`src/rtl/pipe_pkg.sv`:
```
// ============================================================================
//  Module      : pipe_pkg
//  Description : Shared constants for the elastic pipeline-stage register:
//                occupancy state encoding and default MEM/WB payload offsets.
//  Revision    : 1.0 - initial release
// ============================================================================
`default_nettype none

package pipe_pkg;

   // Occupancy state encoding (main/skid register fill level)
   localparam logic [1:0] EMPTY = 2'd0;
   localparam logic [1:0] FULL  = 2'd1;
   localparam logic [1:0] SKID  = 2'd2;

   // Default MEM/WB payload packing: {rd[3:0], Mem_Out[15:0], Result[15:0]}
   localparam int RD_LSB     = 32;
   localparam int MEMOUT_LSB = 16;
   localparam int RESULT_LSB = 0;

endpackage : pipe_pkg

`default_nettype wire

```
`src/rtl/pipe_stage_reg.sv`:
```
// ============================================================================
//  Module      : pipe_stage_reg
//  Description : Elastic pipeline-stage register with valid/ready handshake,
//                one-entry skid buffer, synchronous flush and a saturating
//                stall counter.
//  Ports       : clk        - clock, rising edge
//                reset      - asynchronous active-low reset
//                in_valid   - upstream beat present
//                in_ready   - stage can accept a beat (registered)
//                in_ctrl    - upstream control word
//                in_data    - upstream payload
//                flush      - synchronous kill of held and incoming beats
//                out_valid  - downstream beat present
//                out_ready  - downstream accepts the beat
//                out_ctrl   - control word, zero when out_valid=0
//                out_data   - payload, holds last value when out_valid=0
//                stat_clr   - clears the stall counter
//                stall_cnt  - saturating count of stalled output cycles
//  Revision    : 1.0 - initial release
// ============================================================================
`default_nettype none

module pipe_stage_reg
   import pipe_pkg::*;
#(
   parameter int CTRL_W = 2,
   parameter int DATA_W = 36,
   parameter int CNT_W  = 16
) (
   input  logic              clk,
   input  logic              reset,
   input  logic              in_valid,
   output logic              in_ready,
   input  logic [CTRL_W-1:0] in_ctrl,
   input  logic [DATA_W-1:0] in_data,
   input  logic              flush,
   output logic              out_valid,
   input  logic              out_ready,
   output logic [CTRL_W-1:0] out_ctrl,
   output logic [DATA_W-1:0] out_data,
   input  logic              stat_clr,
   output logic [CNT_W-1:0]  stall_cnt
);

   localparam logic [CNT_W-1:0] c_cnt_max = '1;
   localparam logic [CNT_W-1:0] c_cnt_one = CNT_W'(1);

   logic [CTRL_W-1:0] r_main_ctrl;
   logic [DATA_W-1:0] r_main_data;
   logic              r_main_v;
   logic [CTRL_W-1:0] r_skid_ctrl;
   logic [DATA_W-1:0] r_skid_data;
   logic              r_skid_v;
   logic [CNT_W-1:0]  r_stall_cnt;

   logic              w_acc;
   logic              w_dq;
   logic [1:0]        w_state;

   // in_ready is the inverted skid flag, so it comes straight from a flop
   assign w_acc   = in_valid & ~r_skid_v;
   assign w_dq    = r_main_v & out_ready;
   // The valid flags are the state: skid is only ever occupied with main
   assign w_state = {r_skid_v, r_main_v & ~r_skid_v};

   always_ff @(posedge clk or negedge reset) begin
      if (!reset) begin
         r_main_ctrl <= '0;
         r_main_data <= '0;
         r_main_v    <= 1'b0;
         r_skid_ctrl <= '0;
         r_skid_data <= '0;
         r_skid_v    <= 1'b0;
      end else if (flush) begin
         // Kill both beats; data registers keep their contents
         r_main_v <= 1'b0;
         r_skid_v <= 1'b0;
      end else begin
         case (w_state)
            EMPTY: begin
               if (w_acc) begin
                  r_main_ctrl <= in_ctrl;
                  r_main_data <= in_data;
                  r_main_v    <= 1'b1;
               end
            end
            FULL: begin
               if (w_acc && w_dq) begin
                  r_main_ctrl <= in_ctrl;
                  r_main_data <= in_data;
               end else if (w_acc) begin
                  // Downstream stalled: park the extra beat in skid
                  r_skid_ctrl <= in_ctrl;
                  r_skid_data <= in_data;
                  r_skid_v    <= 1'b1;
               end else if (w_dq) begin
                  r_main_v <= 1'b0;
               end
            end
            SKID: begin
               if (w_dq) begin
                  r_main_ctrl <= r_skid_ctrl;
                  r_main_data <= r_skid_data;
                  r_skid_v    <= 1'b0;
               end
            end
            default: begin
               r_main_v <= 1'b0;
               r_skid_v <= 1'b0;
            end
         endcase
      end
   end

   // Stall counter: clear wins over increment, saturates at all-ones
   always_ff @(posedge clk or negedge reset) begin
      if (!reset) begin
         r_stall_cnt <= '0;
      end else if (stat_clr) begin
         r_stall_cnt <= '0;
      end else if (r_main_v && !out_ready && (r_stall_cnt != c_cnt_max)) begin
         r_stall_cnt <= r_stall_cnt + c_cnt_one;
      end
   end

   assign in_ready  = ~r_skid_v;
   assign out_valid = r_main_v;
   assign out_ctrl  = r_main_ctrl & {CTRL_W{r_main_v}};
   assign out_data  = r_main_data;
   assign stall_cnt = r_stall_cnt;

endmodule : pipe_stage_reg

`default_nettype wire

```
`config.mk`:
```
export PLATFORM = sky130hd
export DESIGN_NAME = pipe_stage_reg
export DESIGN_NICKNAME = d
export VERILOG_FILES = /design/src/rtl/pipe_pkg.sv /design/src/rtl/pipe_stage_reg.sv
export SDC_FILE = /design/constraint.sdc
export NUM_CORES = 1
export LEC_CHECK = 0
export BUFFER_PORTS_ARGS = -buffer_cell sky130_fd_sc_hd__buf_2
export CELL_PAD_IN_SITES_DETAIL_PLACEMENT = 2
export CELL_PAD_IN_SITES_GLOBAL_PLACEMENT = 2
export CORE_MARGIN = 3
export CORE_UTILIZATION = 32
export CTS_BUF_LIST = sky130_fd_sc_hd__clkbuf_4 sky130_fd_sc_hd__clkbuf_8
export DETAILED_ROUTE_END_ITERATION = 7
export PLACE_DENSITY_LB_ADDON = 0.1
export SYNTH_ARGS = -nofsm -noshare
export SYNTH_HDL_FRONTEND = slang
export SYNTH_SLANG_ARGS = --single-unit
```
`constraint.sdc`:
```
create_clock -name clk -period 1.8 [get_ports clk]
set_input_delay 0.09 -clock clk [delete_from_list [all_inputs] [get_ports clk]]
set_output_delay 0.09 -clock clk [all_outputs]
set_load 0.01 [all_outputs]
```
---- Word-level counts from Yosys, hierarchy flattened ----
Cells that the tools add are included.
storage, ports and cells
  register bits ........................... 94
  input bits .............................. 44
cells by class
  $add $sub $neg .......................... 1
  bitwise operators ....................... 7
  mux-type cells .......................... 19
  reductions and logical operators ........ 11
  eq/ne operators ......................... 14
operators with widths
  cell                                           count
  2-to-1 mux 36 bit                              3
  one-hot mux 36 bit (3 select lines)            1
  2-to-1 mux 16 bit                              2
  inequality test 3 bit, second input constant   6
  adder 16 x 1 -> 16 bit, second input constant  1
  inequality test 16 bit, second input constant  1
  inequality test 2 bit, second input constant   5
  AND reduction 5 bit                            2
  AND reduction 4 bit                            2
  2-to-1 mux 1 bit                               7
  2-to-1 mux 2 bit                               3
  one-hot mux 1 bit (3 select lines)             2
  one-hot mux 2 bit (3 select lines)             1
  bitwise AND 1 bit                              3
  logical AND 1 bit                              3
  inverter 1 bit                                 3
  nonzero test 3 bit                             1
  bitwise AND 2 bit                              1
  == test 2 x 1 -> 1 bit, second input constant  1
  == test 2 bit, second input constant           1
  logical NOT 2 bit                              1
  nonzero test 2 bit                             1
  logical NOT 1 bit                              1

---- Longest topological paths before layout ----
Gate-level depths: netlist of run 1.
  depth after elaboration ................. 6
  gate-level depth with buffers ........... 7
  depth with buffers taken out ............ 5

---- Worst setup path before layout of run 1 ----
OpenSTA, ideal clock, no wires.
  kind .................................... flip-flop to flip-flop
  from .................................... reg r_stall_cnt[0] (netlist: stall_cnt[0])
  to ...................................... reg r_stall_cnt[3] (netlist: stall_cnt[3])
  path buffers ............................ 1
  required time ........................... 1675 ps
  data arrival time ....................... 1599 ps
  setup slack ............................. 76 ps
  setup time .............................. 125 ps
  cell stages (with the launch flop) ...... 7
  clock period less this slack ............ 1724 ps
  cells stage by stage .................... dfrtp_1 > ha_1 > nand4_1 > nor4_4 > buf_6 > nor4b_2 > mux2_4
on the way
  word-level cells in the longest chain between the ends .. 3
  elaborated cells on any way between the ends .. 6
  classes of those cells .................. 1 x add/sub; 1 x eq/ne; 2 x mux; 2 x reduce/logical
RTL lines
  element                                                           line                                          RTL
  start: declaration                                                pipe_stage_reg.sv:54                          logic [CNT_W-1:0] r_stall_cnt;
  start signal: assignment                                          pipe_stage_reg.sv:122                         r_stall_cnt <= r_stall_cnt + c_cnt_one;
  adder 16 x 1 -> 16 bit or inequality test 16 bit (tied branches)  pipe_stage_reg.sv:122, pipe_stage_reg.sv:121
  2-to-1 mux 16 bit or logical AND 1 bit (tied branches)            pipe_stage_reg.sv:121                         end else if (r_main_v && !out_ready && (r_stall_cnt != c_cnt_max)) begin
  2-to-1 mux 16 bit or nonzero test 2 bit (tied branches)           --
Several ways; a longest one is shown, not always the timed one. The select of a mux whose other input is x is not followed.
A chain may end at the register's enable or synchronous reset.

---- Worst setup path in the final report of run 1 ----
  from .................................... reg r_stall_cnt[0] (netlist: stall_cnt[0])
  to ...................................... reg r_stall_cnt[5] (netlist: stall_cnt[5])
The elaborated chain is that of the path after synthesis.

==> results of run 1 <==
logic make-up (layout without fill, tap and decap cells):
kind of cell,count (synthesis),after routing
AOI/OAI and AO/OA,67,67
and+or+nand+nor,97,98
DFF,94,94
adders and majority gates,1,1
muxes,80,80
buffers and inverters,26,188
per-stage QoR:
step	setup slack [ns]	instances	TNS, ns	cell area (um^2)
after floorplan	0.07565	365	0	4275
after global placement	0.004101	637	0	5084
after detailed placement	-0.07059	637	-0.1332	5084
after CTS	0.005128	695	0	5703
after global routing	-0.0004803	700	-0.0004803	5787
final	0.08141	700	0	5787
layout make-up:
type                            count  area share, %
Tap cell                          172          3.719
Clock inverter                      5         0.9730
Sequential cell                    94          40.71
Multi-Input combinational cell    246          31.63
Timing Repair Buffer              167          20.13
Inverter                            5         0.3243
Clock buffer                       11          2.508
layer usage:
layer | track usage [%] | vias to the layer above | part of all wire (%)
li1 | - | 1626 | -
met1 | 20.49 | 1752 | 44
met2 | 30.33 | 64 | 51
met3 | 5.571 | 6 | 4.7
met4 | 3.782 | 0 | 0.81
met5 | 0 | - | 0
critical path, delay by kind of cell, from the launching register on:
family	cells	cell delay (ns)
DFF	1	0.40
adders and majority gates	1	0.21
and+or+nand+nor	3	0.88
AOI/OAI and AO/OA	1	0.15
cells in the mapped netlist, drive strengths merged:
cell type and number:
nor2b 4, nor3 5, mux2i 39, mux2 41, o2111ai 1, nand3b 1
and3 3, nor4 3, ha 1, or3 4, and3b 1, nand4 3
a211oi 2, nor4b 1, and2b 1, o21ai 3, a21oi 49, or4 4
o31ai 5, nor2 45, a21boi 1, a41oi 1, nand2b 1, o311ai 1
and4 2, nand2 12, nand3 5, dfrtp 94, a311oi 2, and2 2
inv 5, clkbuf 3, buf 18, o41ai 2
state kept, by name (all words and copies together) (netlist names):
signal,flops
r_main_ctrl,2
stall_cnt,16
r_skid_data,36
r_skid_v,1
r_skid_ctrl,2
out_data,36
out_valid,1
worst max path at each step:
stage                        startpoint                  endpoint  slack, ns  cells after the start
6_report       stall_cnt[0]$_DFFE_PN0P_  stall_cnt[5]$_DFFE_PN0P_       0.08                      5
2_1_floorplan  stall_cnt[0]$_DFFE_PN0P_  stall_cnt[3]$_DFFE_PN0P_       0.08                      6
4_1_cts        stall_cnt[0]$_DFFE_PN0P_  stall_cnt[3]$_DFFE_PN0P_      0.005                      5
3_5_place_dp   stall_cnt[0]$_DFFE_PN0P_  stall_cnt[3]$_DFFE_PN0P_      -0.07                      5
3_3_place_gp   stall_cnt[0]$_DFFE_PN0P_  stall_cnt[3]$_DFFE_PN0P_      0.004                      5
5_1_grt        stall_cnt[0]$_DFFE_PN0P_  stall_cnt[5]$_DFFE_PN0P_    -0.0005                      5
what timing repair did:
action                                 in CTS  in global routing
cloned                                      0                  3
resized for setup                           0                 11
hold buffers                               41                  0
setup endpoints to repair                   3                 40
pin swaps                                   0                  3
setup buffers                               1                  2
endpoints found under the hold margin      80                  0
power by group:
part | switching [uW] | internal, uW
clock network | 773 | 697
logic | 536 | 564
registers | 223 | 2530
==> impl_metrics.prom, run 1 <==
# TYPE chip_impl_metric gauge
chip_impl_metric{name="ff_latch_area",unit="mm^2"} 0.002356
chip_impl_metric{name="timing.critical_path.slowest_cell_delay",unit="ns"} 0.61
chip_impl_metric{name="synthesized_netlist_net_count",unit=""} 410
chip_impl_info{name="worstReg2RegEnd",value="stall_cnt[5]$_DFFE_PN0P_"} 1
chip_impl_metric{name="synthXorXnorAreaFrac",unit="%"} 0
chip_impl_metric{name="syn_avg_cell_area",unit="um^2"} 11.71
chip_impl_metric{name="port_buffers",unit=""} 99
chip_impl_info{name="layout_commonest_cell",value="buf_2"} 1
chip_impl_metric{name="hold-path-cell-count",unit=""} 3
chip_impl_info{name="final_cell_mix",value="buf_2, dfrtp_1, a21oi_1"} 1
chip_impl_metric{name="yosys.area_share.adder",unit="%"} 0.2927
chip_impl_metric{name="core_area",unit="mm^2"} 0.01282
chip_impl_metric{name="post_synth_mux_area_share",unit="%"} 20.11
chip_impl_metric{name="power_density",unit="mW/mm^2"} 919.0
chip_impl_metric{name="fillerInstances",unit=""} 1350
chip_impl_metric{name="final.hold.worst_slack",unit="ns"} 0.07447
chip_impl_info{name="ys_top_cells_by_area",value="dfrtp_1, mux2_2, mux2i_1"} 1
chip_impl_metric{name="timing.fmax",unit="MHz"} 581.9
chip_impl_metric{name="area_delta_synth_final",unit="%"} 35.35
chip_impl_metric{name="area_of_the_multi_input_gates",unit="mm^2"} 0.001831
chip_impl_metric{name="route.detailed.wl_per_inst",unit="um"} 18.19
chip_impl_metric{name="finalCritPeriodShare",unit="%"} 95.48
chip_impl_info{name="cts_root_buffer",value="clkbuf_8"} 1
chip_impl_metric{name="total_leakage_power",unit="uW"} 0.002524
chip_impl_info{name="worstSetupStartpointType",value="flop"} 1
chip_impl_metric{name="grt_overflow_total",unit=""} 0
chip_impl_metric{name="clock_pin_slew_reported_for_the_worst_setup_and_hold_paths_after_clock_tree_synthesis",unit="ns"} 0.09
chip_impl_metric{name="detail_route.wirelength",unit="um"} 12740
chip_impl_metric{name="utilization",unit="%"} 45.12
chip_impl_metric{name="synthSimpleGateAreaFrac",unit="%"} 12.26
chip_impl_metric{name="final-hold-violation-count",unit=""} 0
chip_impl_metric{name="cts_sinks",unit=""} 94
chip_impl_metric{name="floorplan.initialDensity",unit="%"} 33.34
chip_impl_metric{name="vias",unit=""} 3448
chip_impl_metric{name="die-height",unit="um"} 121.6
chip_impl_metric{name="min_period",unit="ns"} 1.719
chip_impl_metric{name="fin_total_pwr",unit="uW"} 5318
chip_impl_info{name="synth_top_cell_by_area",value="dfrtp_1"} 1
chip_impl_metric{name="floorplan.rows",unit=""} 41
chip_impl_metric{name="clockBufferDepth",unit=""} 2
chip_impl_metric{name="h-tree-depth",unit=""} 3
chip_impl_metric{name="maxCapViolations",unit=""} 0
chip_impl_metric{name="timing.critical_path.fanout_max",unit=""} 5
chip_impl_metric{name="antenna-diode-count",unit=""} 0
chip_impl_info{name="crit_path_end_kind",value="flop"} 1
chip_impl_info{name="cpMaxStageDelayCell",value="or4_2"} 1
chip_impl_metric{name="ir_drop",unit="mV"} 0.6442
chip_impl_metric{name="tightestPinTransition",unit="ns"} 0.7161
chip_impl_metric{name="vias_per_cell",unit=""} 4.926
chip_impl_info{name="hold_class",value="input port to flop"} 1
chip_impl_metric{name="first_pass_iters",unit=""} 4
chip_impl_metric{name="global_route.usage.total",unit="%"} 17.19
chip_impl_metric{name="cts_inserted_buffers",unit=""} 9
chip_impl_metric{name="grt_max_degree",unit=""} 77
chip_impl_metric{name="clk_latency",unit="ns"} 0.37
chip_impl_metric{name="timing.final.max_slew_violations",unit=""} 0
chip_impl_metric{name="grt_antenna_before_repair",unit=""} 0
chip_impl_metric{name="grt_pass1_wl",unit="um"} 20000
chip_impl_metric{name="synthesis.area",unit="mm^2"} 0.004275
chip_impl_metric{name="die_width",unit="um"} 121.6
chip_impl_metric{name="num-nets-final",unit=""} 568
chip_impl_metric{name="cp_data_arrival_time",unit="ns"} 2.02
chip_impl_info{name="min_to",value="r_skid_v$_DFFE_PN0P_"} 1
chip_impl_metric{name="synthDistinctLibCells",unit=""} 46
chip_impl_metric{name="drt-initial-drc-count",unit=""} 74
chip_impl_metric{name="drtAntennaViolNets",unit=""} 0
chip_impl_metric{name="slew-limit-headroom",unit="%"} 52.26
chip_impl_info{name="tritoncts",value="built"} 1
chip_impl_metric{name="vias_in_the_first_global_route",unit=""} 3966
chip_impl_metric{name="synthCells",unit=""} 365
chip_impl_metric{name="drc",unit=""} 0
chip_impl_info{name="main_combinational_cell_family_by_area_after_synthesis",value="multiplexers"} 1
chip_impl_info{name="criticalPathCategory",value="flop to flop"} 1
chip_impl_metric{name="gp_congestion",unit=""} 0.7646
chip_impl_info{name="crit-reg2reg-launch",value="stall_cnt[0]$_DFFE_PN0P_"} 1
chip_impl_metric{name="skew",unit="ns"} 0.007410
chip_impl_info{name="outcome",value="finished clean"} 1
chip_impl_info{name="crit_chain",value="ha_2 -> nand4_1 -> nor4_2 -> or4_2 -> a21oi_1"} 1
chip_impl_metric{name="layout-drive-gt1-share",unit="%"} 38.64
chip_impl_metric{name="yosysTopAreaCellShare",unit="%"} 55.02
chip_impl_metric{name="r2r_cells",unit=""} 5
chip_impl_metric{name="synth.yosys.seq_area_share",unit="%"} 55.02
chip_impl_info{name="setup_repair_after_global_routing_missed_its_margin",value="yes"} 1
chip_impl_metric{name="top_level_ports",unit=""} 100
chip_impl_metric{name="r2r_slack",unit="ns"} 0.08
chip_impl_metric{name="worst_ep_required_time",unit="ns"} 2.10
chip_impl_metric{name="dpl.hpwl",unit="um"} 8025
chip_impl_info{name="worstHoldStart",value="in_valid"} 1
chip_impl_metric{name="die-area",unit="mm^2"} 0.01478
chip_impl_metric{name="finalSetupViolations",unit=""} 0
chip_impl_metric{name="synth_compound_gate_area_share",unit="%"} 9.043
chip_impl_metric{name="yosysWarningCount",unit=""} 0
chip_impl_metric{name="postSynthRegisterBits",unit=""} 94
Note: power is estimated with default switching activity, not from simulation.
==> run 2, diff against run 1 <==
--- a/config.mk
+++ b/config.mk
@@ -9,7 +9,7 @@
 export CELL_PAD_IN_SITES_DETAIL_PLACEMENT = 2
 export CELL_PAD_IN_SITES_GLOBAL_PLACEMENT = 2
 export CORE_MARGIN = 3
-export CORE_UTILIZATION = 32
+export CORE_UTILIZATION = 39
 export CTS_BUF_LIST = sky130_fd_sc_hd__clkbuf_4 sky130_fd_sc_hd__clkbuf_8
 export DETAILED_ROUTE_END_ITERATION = 7
 export PLACE_DENSITY_LB_ADDON = 0.1
==> constraint.sdc (replaced) <==
create_clock -name clk -period 2.2 [get_ports clk]
set_input_delay 0.11 -clock clk [delete_from_list [all_inputs] [get_ports clk]]
set_output_delay 0.11 -clock clk [all_outputs]
set_load 0.01 [all_outputs]
==> impl_metrics.prom, run 2 (synthesis gave the netlist of run 1 again) <==
# TYPE chip_impl_metric gauge
chip_impl_metric{name="clockBufferDepth",unit=""} 2
chip_impl_metric{name="timing.critical_path.slowest_cell_delay",unit="ns"} 0.51
chip_impl_info{name="worstSetupStartpointType",value="flop"} 1
chip_impl_metric{name="gp_congestion",unit=""} 0.7779
chip_impl_metric{name="layout-drive-gt1-share",unit="%"} 36.25
chip_impl_metric{name="internal-power",unit="uW"} 3014
chip_impl_info{name="outcome",value="finished clean"} 1
chip_impl_metric{name="grt_overflow_total",unit=""} 0
chip_impl_info{name="tritoncts",value="built"} 1
chip_impl_metric{name="maxCapViolations",unit=""} 0
chip_impl_metric{name="skew",unit="ns"} 0.01403
chip_impl_metric{name="r2r_slack",unit="ns"} 0.25
chip_impl_metric{name="drt-initial-drc-count",unit=""} 72
chip_impl_metric{name="drc",unit=""} 0
chip_impl_metric{name="min_period",unit="ns"} 1.952
chip_impl_metric{name="floorplan.initialDensity",unit="%"} 40.68
chip_impl_metric{name="cts_sinks",unit=""} 94
chip_impl_metric{name="port_buffers",unit=""} 99
chip_impl_metric{name="die-area",unit="mm^2"} 0.01225
chip_impl_metric{name="dr_wl_met3",unit="um"} 459
chip_impl_info{name="cts_root_buffer",value="clkbuf_8"} 1
chip_impl_metric{name="power_density",unit="mW/mm^2"} 811.3
chip_impl_metric{name="grt_max_degree",unit=""} 77
chip_impl_info{name="criticalPathCategory",value="flop to flop"} 1
chip_impl_metric{name="total_leakage_power",unit="uW"} 0.002303
chip_impl_metric{name="num-nets-final",unit=""} 521
chip_impl_info{name="layout_commonest_cell",value="buf_2"} 1
chip_impl_metric{name="finalSetupViolations",unit=""} 0
chip_impl_metric{name="timing.critical_path.fanout_max",unit=""} 12
chip_impl_metric{name="area_of_the_multi_input_gates",unit="mm^2"} 0.001795
chip_impl_metric{name="die-height",unit="um"} 110.7
chip_impl_metric{name="route.detailed.wl_per_inst",unit="um"} 18.79
chip_impl_metric{name="slew-limit-headroom",unit="%"} 54.32
chip_impl_metric{name="worst_ep_required_time",unit="ns"} 2.45
chip_impl_metric{name="detail_route.wirelength.met1",unit="um"} 4943
chip_impl_info{name="hold_class",value="input port to flop"} 1
chip_impl_metric{name="top_level_ports",unit=""} 100
chip_impl_info{name="top_signal_layer_used",value="met4"} 1
chip_impl_metric{name="vias",unit=""} 3269
chip_impl_metric{name="cp_data_arrival_time",unit="ns"} 2.20
chip_impl_metric{name="clock_pin_slew_reported_for_the_worst_setup_and_hold_paths_after_clock_tree_synthesis",unit="ns"} 0.10
chip_impl_metric{name="tightestPinTransition",unit="ns"} 0.6853
chip_impl_metric{name="vias_in_the_first_global_route",unit=""} 3687
chip_impl_info{name="final_cell_mix",value="buf_2, dfrtp_1, a21oi_1"} 1
chip_impl_metric{name="cts_inserted_buffers",unit=""} 9
chip_impl_info{name="crit_path_end_kind",value="flop"} 1
chip_impl_metric{name="power.share.switching",unit="%"} 29.37
chip_impl_metric{name="area_delta_synth_final",unit="%"} 23.03
chip_impl_metric{name="fin_total_pwr",unit="uW"} 4267
chip_impl_metric{name="final-hold-violation-count",unit=""} 0
chip_impl_metric{name="h-tree-depth",unit=""} 3
chip_impl_metric{name="detail_route.wirelength",unit="um"} 11580
chip_impl_metric{name="sequential_share_of_power",unit="%"} 52.9
chip_impl_metric{name="global_route.usage.total",unit="%"} 19.10
chip_impl_info{name="cpMaxStageDelayCell",value="nor4_4"} 1
chip_impl_metric{name="vias_per_cell",unit=""} 5.307
chip_impl_metric{name="clock_power_share",unit="%"} 27.3
chip_impl_metric{name="core_area",unit="mm^2"} 0.01051
chip_impl_metric{name="cts_repair_resized_insts",unit=""} 0
chip_impl_metric{name="ff_latch_area",unit="mm^2"} 0.002354
chip_impl_info{name="crit_chain",value="ha_1 -> nand4_1 -> nor4_4 -> nor4b_2 -> mux2_4"} 1
chip_impl_metric{name="cts_post_setup_buffers_inserted",unit=""} 0
chip_impl_metric{name="fillerInstances",unit=""} 1086
chip_impl_metric{name="timing.fmax",unit="MHz"} 512.4
chip_impl_info{name="crit_family",value="simple AND/OR/NAND/NOR gates"} 1
chip_impl_metric{name="tns",unit="ns"} 0
chip_impl_metric{name="first_pass_iters",unit=""} 4
chip_impl_info{name="setup_repair_after_global_routing_missed_its_margin",value="no"} 1
chip_impl_metric{name="die_width",unit="um"} 110.7
chip_impl_metric{name="clk_latency",unit="ns"} 0.35
chip_impl_metric{name="grt_antenna_before_repair",unit=""} 0
chip_impl_metric{name="logic_gate_share_of_total_power",unit="%"} 19.8
chip_impl_metric{name="drtAntennaViolNets",unit=""} 0
chip_impl_metric{name="met2_length",unit="um"} 6117
chip_impl_metric{name="grt_pass1_wl",unit="um"} 19280
chip_impl_metric{name="finalCritPeriodShare",unit="%"} 88.71
chip_impl_metric{name="floorplan.rows",unit=""} 37
chip_impl_metric{name="antenna-diode-count",unit=""} 0
chip_impl_metric{name="dpl.hpwl",unit="um"} 7732
chip_impl_metric{name="power.switching",unit="uW"} 1253
chip_impl_metric{name="ir_drop",unit="mV"} 0.3588
chip_impl_metric{name="worst-path-buf-inv",unit=""} 0
chip_impl_metric{name="timing.final.max_slew_violations",unit=""} 0
==> run 2: changes by cell type in the layout (fill, tap and decap cells not counted), moves of 2 or more <==
cell           change
buf_4             -18
clkinv_4           +2
dfrtp_1            +2
dfrtp_2            -2
dlygate4sd3_1     -25
==> run 2: layout make-up <==
class	count	share of cell area, %
sequential	94	44.74
multi-input combinational	245	34.13
timing repair buffer	121	13.84
tap	136	3.235
clock buffer	9	2.355
clock inverter	6	1.332
inverter	5	0.3568
==> run 2: layer usage <==
metal / vias to the layer above / track usage, %
met4: 0 / 3.448
met5: - / 0
met1: 1680 / 23.97
met3: 4 / 4.640
met2: 60 / 33.78
li1: 1525 / -
==> run 2: timing repair <==
action	4_1_cts	5_1_grt
hold endpoints to repair	36	5
hold buffers	11	5
endpoints found under the setup margin	0	0
==> run 2: worst paths after layout <==
kind,cells past startpoint,end,from
setup / recovery,5,stall_cnt[3]$_DFFE_PN0P_,stall_cnt[0]$_DFFE_PN0P_
setup reg to reg,5,stall_cnt[3]$_DFFE_PN0P_,stall_cnt[0]$_DFFE_PN0P_
min in group asynchronous,2,stall_cnt[13]$_DFFE_PN0P_,reset
hold reg to reg,1,r_skid_data[30]$_DFFE_PN0P_,r_skid_data[30]$_DFFE_PN0P_
max in group asynchronous,3,r_skid_v$_DFFE_PN0P_,reset
hold / removal,2,r_skid_data[7]$_DFFE_PN0P_,in_data[7]
==> run 2: power by group through the flow <==
stage	combinational [uW]	sequential (uW)	clock [uW]
floorplan	427	2310	0
detailed placement	832	2290	0
global route	949	2310	1280
CTS	858	2260	1190
global placement	777	2260	0
finish	845	2260	1160
==> run 2: through the flow <==
stage | std cells | cell area (um^2) | hold WS [ns] | setup slack [ns] | utilization (%)
global route | 616 | 5260 | 0.0001855 | 0.09535 | 50.05
floorplan | 365 | 4275 | -0.1856 | 0.4757 | -
CTS | 611 | 5210 | 0.0006145 | 0.2301 | 49.58
finish | 616 | 5260 | 0.01194 | 0.2484 | 50.05
global placement | 585 | 4906 | 0.05845 | 0.3417 | 46.68
detailed placement | 585 | 4906 | 0.06327 | 0.2698 | 46.68
==> run 3, diff against run 2 <==
--- a/config.mk
+++ b/config.mk
@@ -9,7 +9,7 @@
 export CELL_PAD_IN_SITES_DETAIL_PLACEMENT = 2
 export CELL_PAD_IN_SITES_GLOBAL_PLACEMENT = 2
 export CORE_MARGIN = 3
-export CORE_UTILIZATION = 39
+export CORE_UTILIZATION = 36
 export CTS_BUF_LIST = sky130_fd_sc_hd__clkbuf_4 sky130_fd_sc_hd__clkbuf_8
 export DETAILED_ROUTE_END_ITERATION = 7
 export PLACE_DENSITY_LB_ADDON = 0.1
==> constraint.sdc (replaced) <==
create_clock -name clk -period 2.1 [get_ports clk]
set_input_delay 0.105 -clock clk [delete_from_list [all_inputs] [get_ports clk]]
set_output_delay 0.105 -clock clk [all_outputs]
set_load 0.01 [all_outputs]
==> impl_metrics.prom, run 3 (synthesis gave the netlist of run 1 again) <==
# TYPE chip_impl_metric gauge
chip_impl_info{name="crit_path_end_kind",value="flop"} 1
chip_impl_metric{name="vias",unit=""} 3356
chip_impl_info{name="worstSetupStartpointType",value="flop"} 1
chip_impl_metric{name="area_delta_synth_final",unit="%"} 30.38
chip_impl_metric{name="power_density",unit="mW/mm^2"} 815.9
chip_impl_info{name="layout_commonest_cell",value="buf_2"} 1
chip_impl_metric{name="core_area",unit="mm^2"} 0.01152
chip_impl_metric{name="worst_ep_required_time",unit="ns"} 2.37
chip_impl_metric{name="gp_congestion",unit=""} 0.7608
chip_impl_info{name="tritoncts",value="built"} 1
chip_impl_metric{name="floorplan.initialDensity",unit="%"} 37.13
chip_impl_metric{name="finalCritPeriodShare",unit="%"} 93.96
chip_impl_metric{name="drtAntennaViolNets",unit=""} 0
chip_impl_metric{name="area_of_the_multi_input_gates",unit="mm^2"} 0.001795
chip_impl_metric{name="min_period",unit="ns"} 1.973
chip_impl_metric{name="vias_per_cell",unit=""} 5.139
chip_impl_metric{name="grt_max_degree",unit=""} 47
chip_impl_metric{name="timing.final.max_slew_violations",unit=""} 0
chip_impl_metric{name="detailed_place.area",unit="mm^2"} 0.004950
chip_impl_metric{name="grt_overflow_total",unit=""} 0
chip_impl_metric{name="maxCapViolations",unit=""} 0
chip_impl_metric{name="floorplan.rows",unit=""} 39
chip_impl_metric{name="layout-drive-gt1-share",unit="%"} 35.10
chip_impl_metric{name="skew",unit="ns"} 0.01299
chip_impl_metric{name="route.detailed.wl_per_inst",unit="um"} 17.69
chip_impl_metric{name="slew-limit-headroom",unit="%"} 54.58
chip_impl_metric{name="stdcell_count",unit=""} 653
chip_impl_metric{name="first_pass_iters",unit=""} 4
chip_impl_metric{name="die-height",unit="um"} 115.0
chip_impl_metric{name="clockBufferDepth",unit=""} 2
chip_impl_metric{name="drt-initial-drc-count",unit=""} 141
chip_impl_metric{name="cp_data_arrival_time",unit="ns"} 2.24
chip_impl_metric{name="global_route.usage.total",unit="%"} 18.62
chip_impl_metric{name="drc",unit=""} 0
chip_impl_metric{name="ff_latch_area",unit="mm^2"} 0.002355
chip_impl_metric{name="h-tree-depth",unit=""} 3
chip_impl_info{name="criticalPathCategory",value="flop to flop"} 1
chip_impl_metric{name="clk_latency",unit="ns"} 0.38
chip_impl_metric{name="fillerInstances",unit=""} 1171
chip_impl_metric{name="detail_route.wirelength",unit="um"} 11550
chip_impl_metric{name="cts_post_setup_buffers_inserted",unit=""} 0
chip_impl_metric{name="grt_antenna_before_repair",unit=""} 0
chip_impl_metric{name="cts_sinks",unit=""} 94
chip_impl_info{name="outcome",value="finished clean"} 1
chip_impl_metric{name="antenna-diode-count",unit=""} 0
chip_impl_metric{name="ir_drop",unit="mV"} 0.5440
chip_impl_metric{name="grt_pass1_wl",unit="um"} 19490
chip_impl_metric{name="timing.fmax",unit="MHz"} 506.8
chip_impl_metric{name="die-area",unit="mm^2"} 0.01322
chip_impl_info{name="cts_root_buffer",value="clkbuf_8"} 1
chip_impl_metric{name="top_level_ports",unit=""} 100
chip_impl_info{name="final_cell_mix",value="buf_2, dfrtp_1, a21oi_1"} 1
chip_impl_metric{name="tightestPinTransition",unit="ns"} 0.6763
chip_impl_metric{name="total_leakage_power",unit="uW"} 0.002437
chip_impl_metric{name="utilization",unit="%"} 48.40
chip_impl_metric{name="final_critical_path_setup_slack",unit="ns"} 0.1268
chip_impl_metric{name="stdcell_area",unit="mm^2"} 0.005574
chip_impl_metric{name="finalSetupViolations",unit=""} 0
chip_impl_metric{name="vias_in_the_first_global_route",unit=""} 3789
chip_impl_metric{name="dpl.hpwl",unit="um"} 7521
chip_impl_metric{name="die_width",unit="um"} 115.0
chip_impl_metric{name="timing.critical_path.fanout_max",unit=""} 12
chip_impl_metric{name="final-hold-violation-count",unit=""} 0
chip_impl_metric{name="placed_cells_incl_taps",unit=""} 595
chip_impl_metric{name="port_buffers",unit=""} 99
chip_impl_metric{name="clock_pin_slew_reported_for_the_worst_setup_and_hold_paths_after_clock_tree_synthesis",unit="ns"} 0.10
chip_impl_metric{name="num-nets-final",unit=""} 550
chip_impl_info{name="setup_repair_after_global_routing_missed_its_margin",value="yes"} 1
chip_impl_metric{name="place_worst_setup_slack",unit="ns"} 0.1693
chip_impl_info{name="hold_class",value="input port to flop"} 1
chip_impl_metric{name="cts_inserted_buffers",unit=""} 9
## run 3: routing by layer
| metal | global-route usage (%) | share of wire, % | vias to the layer above |
|---|---|---|---|
| met2 | 32.25 | 51 | 63 |
| met3 | 3.526 | 3.8 | 13 |
| met1 | 23.14 | 44 | 1697 |
| li1 | - | - | 1583 |
| met5 | 0 | 0 | - |
| met4 | 6.808 | 1.5 | 0 |
## run 3: cell type report
type,instances,area share (%)
Sequential cell,94,42.24
Multi-Input combinational cell,245,32.21
Timing Repair Buffer,150,18.36
Tap cell,143,3.210
Clock buffer,11,2.604
Clock inverter,5,1.033
Inverter,5,0.3367
## run 3: critical path: stages, from the launching register on
cell	delay, ns
dfrtp_1	0.45
ha_1	0.26
nand4_1	0.17
nor4_4	0.54
nor4b_2	0.14
mux2_4	0.32
## run 3: path summary, 6_finish.rpt
check | depth (start not counted) | slack, ns | startpoint | endpoint
worst max-delay path | 5 | 0.13 | stall_cnt[1]$_DFFE_PN0P_ | stall_cnt[3]$_DFFE_PN0P_
worst min-delay path | 3 | 0.13 | in_valid | out_valid$_DFFE_PN0P_
worst max register to register | 5 | 0.13 | stall_cnt[1]$_DFFE_PN0P_ | stall_cnt[3]$_DFFE_PN0P_
worst min register to register | 1 | 0.52 | r_skid_data[17]$_DFFE_PN0P_ | r_skid_data[17]$_DFFE_PN0P_
max in group asynchronous | 3 | 1.22 | reset | stall_cnt[0]$_DFFE_PN0P_
min in group asynchronous | 2 | 0.14 | reset | stall_cnt[15]$_DFFE_PN0P_
## run 3: where the power goes
part           total, uW  switching, uW  leakage [uW]  internal, uW
clock               1270            671      0.000107           600
sequential          2360            193       0.00113          2160
combinational        920            444       0.00120           476
total               4550           1310       0.00244          3240
## run 3: metrics by stage
step           setup TNS (ns)  total power [uW]  hold WS [ns]
6_report                    0              4548        0.1330
5_1_grt              -0.02792              4836        0.1469
4_1_cts                     0              4615        0.1097
3_5_place_dp                0              3260      0.004403
3_3_place_gp                0              3197     0.0009803
2_1_floorplan               0              2864       -0.1906
## run 3: what timing repair did
item / 4_1_cts / 5_1_grt
gates resized for setup: 0 / 1
hold buffers: 42 / 0
hold endpoints to repair: 101 / 0
endpoints found under the setup margin: 0 / 2
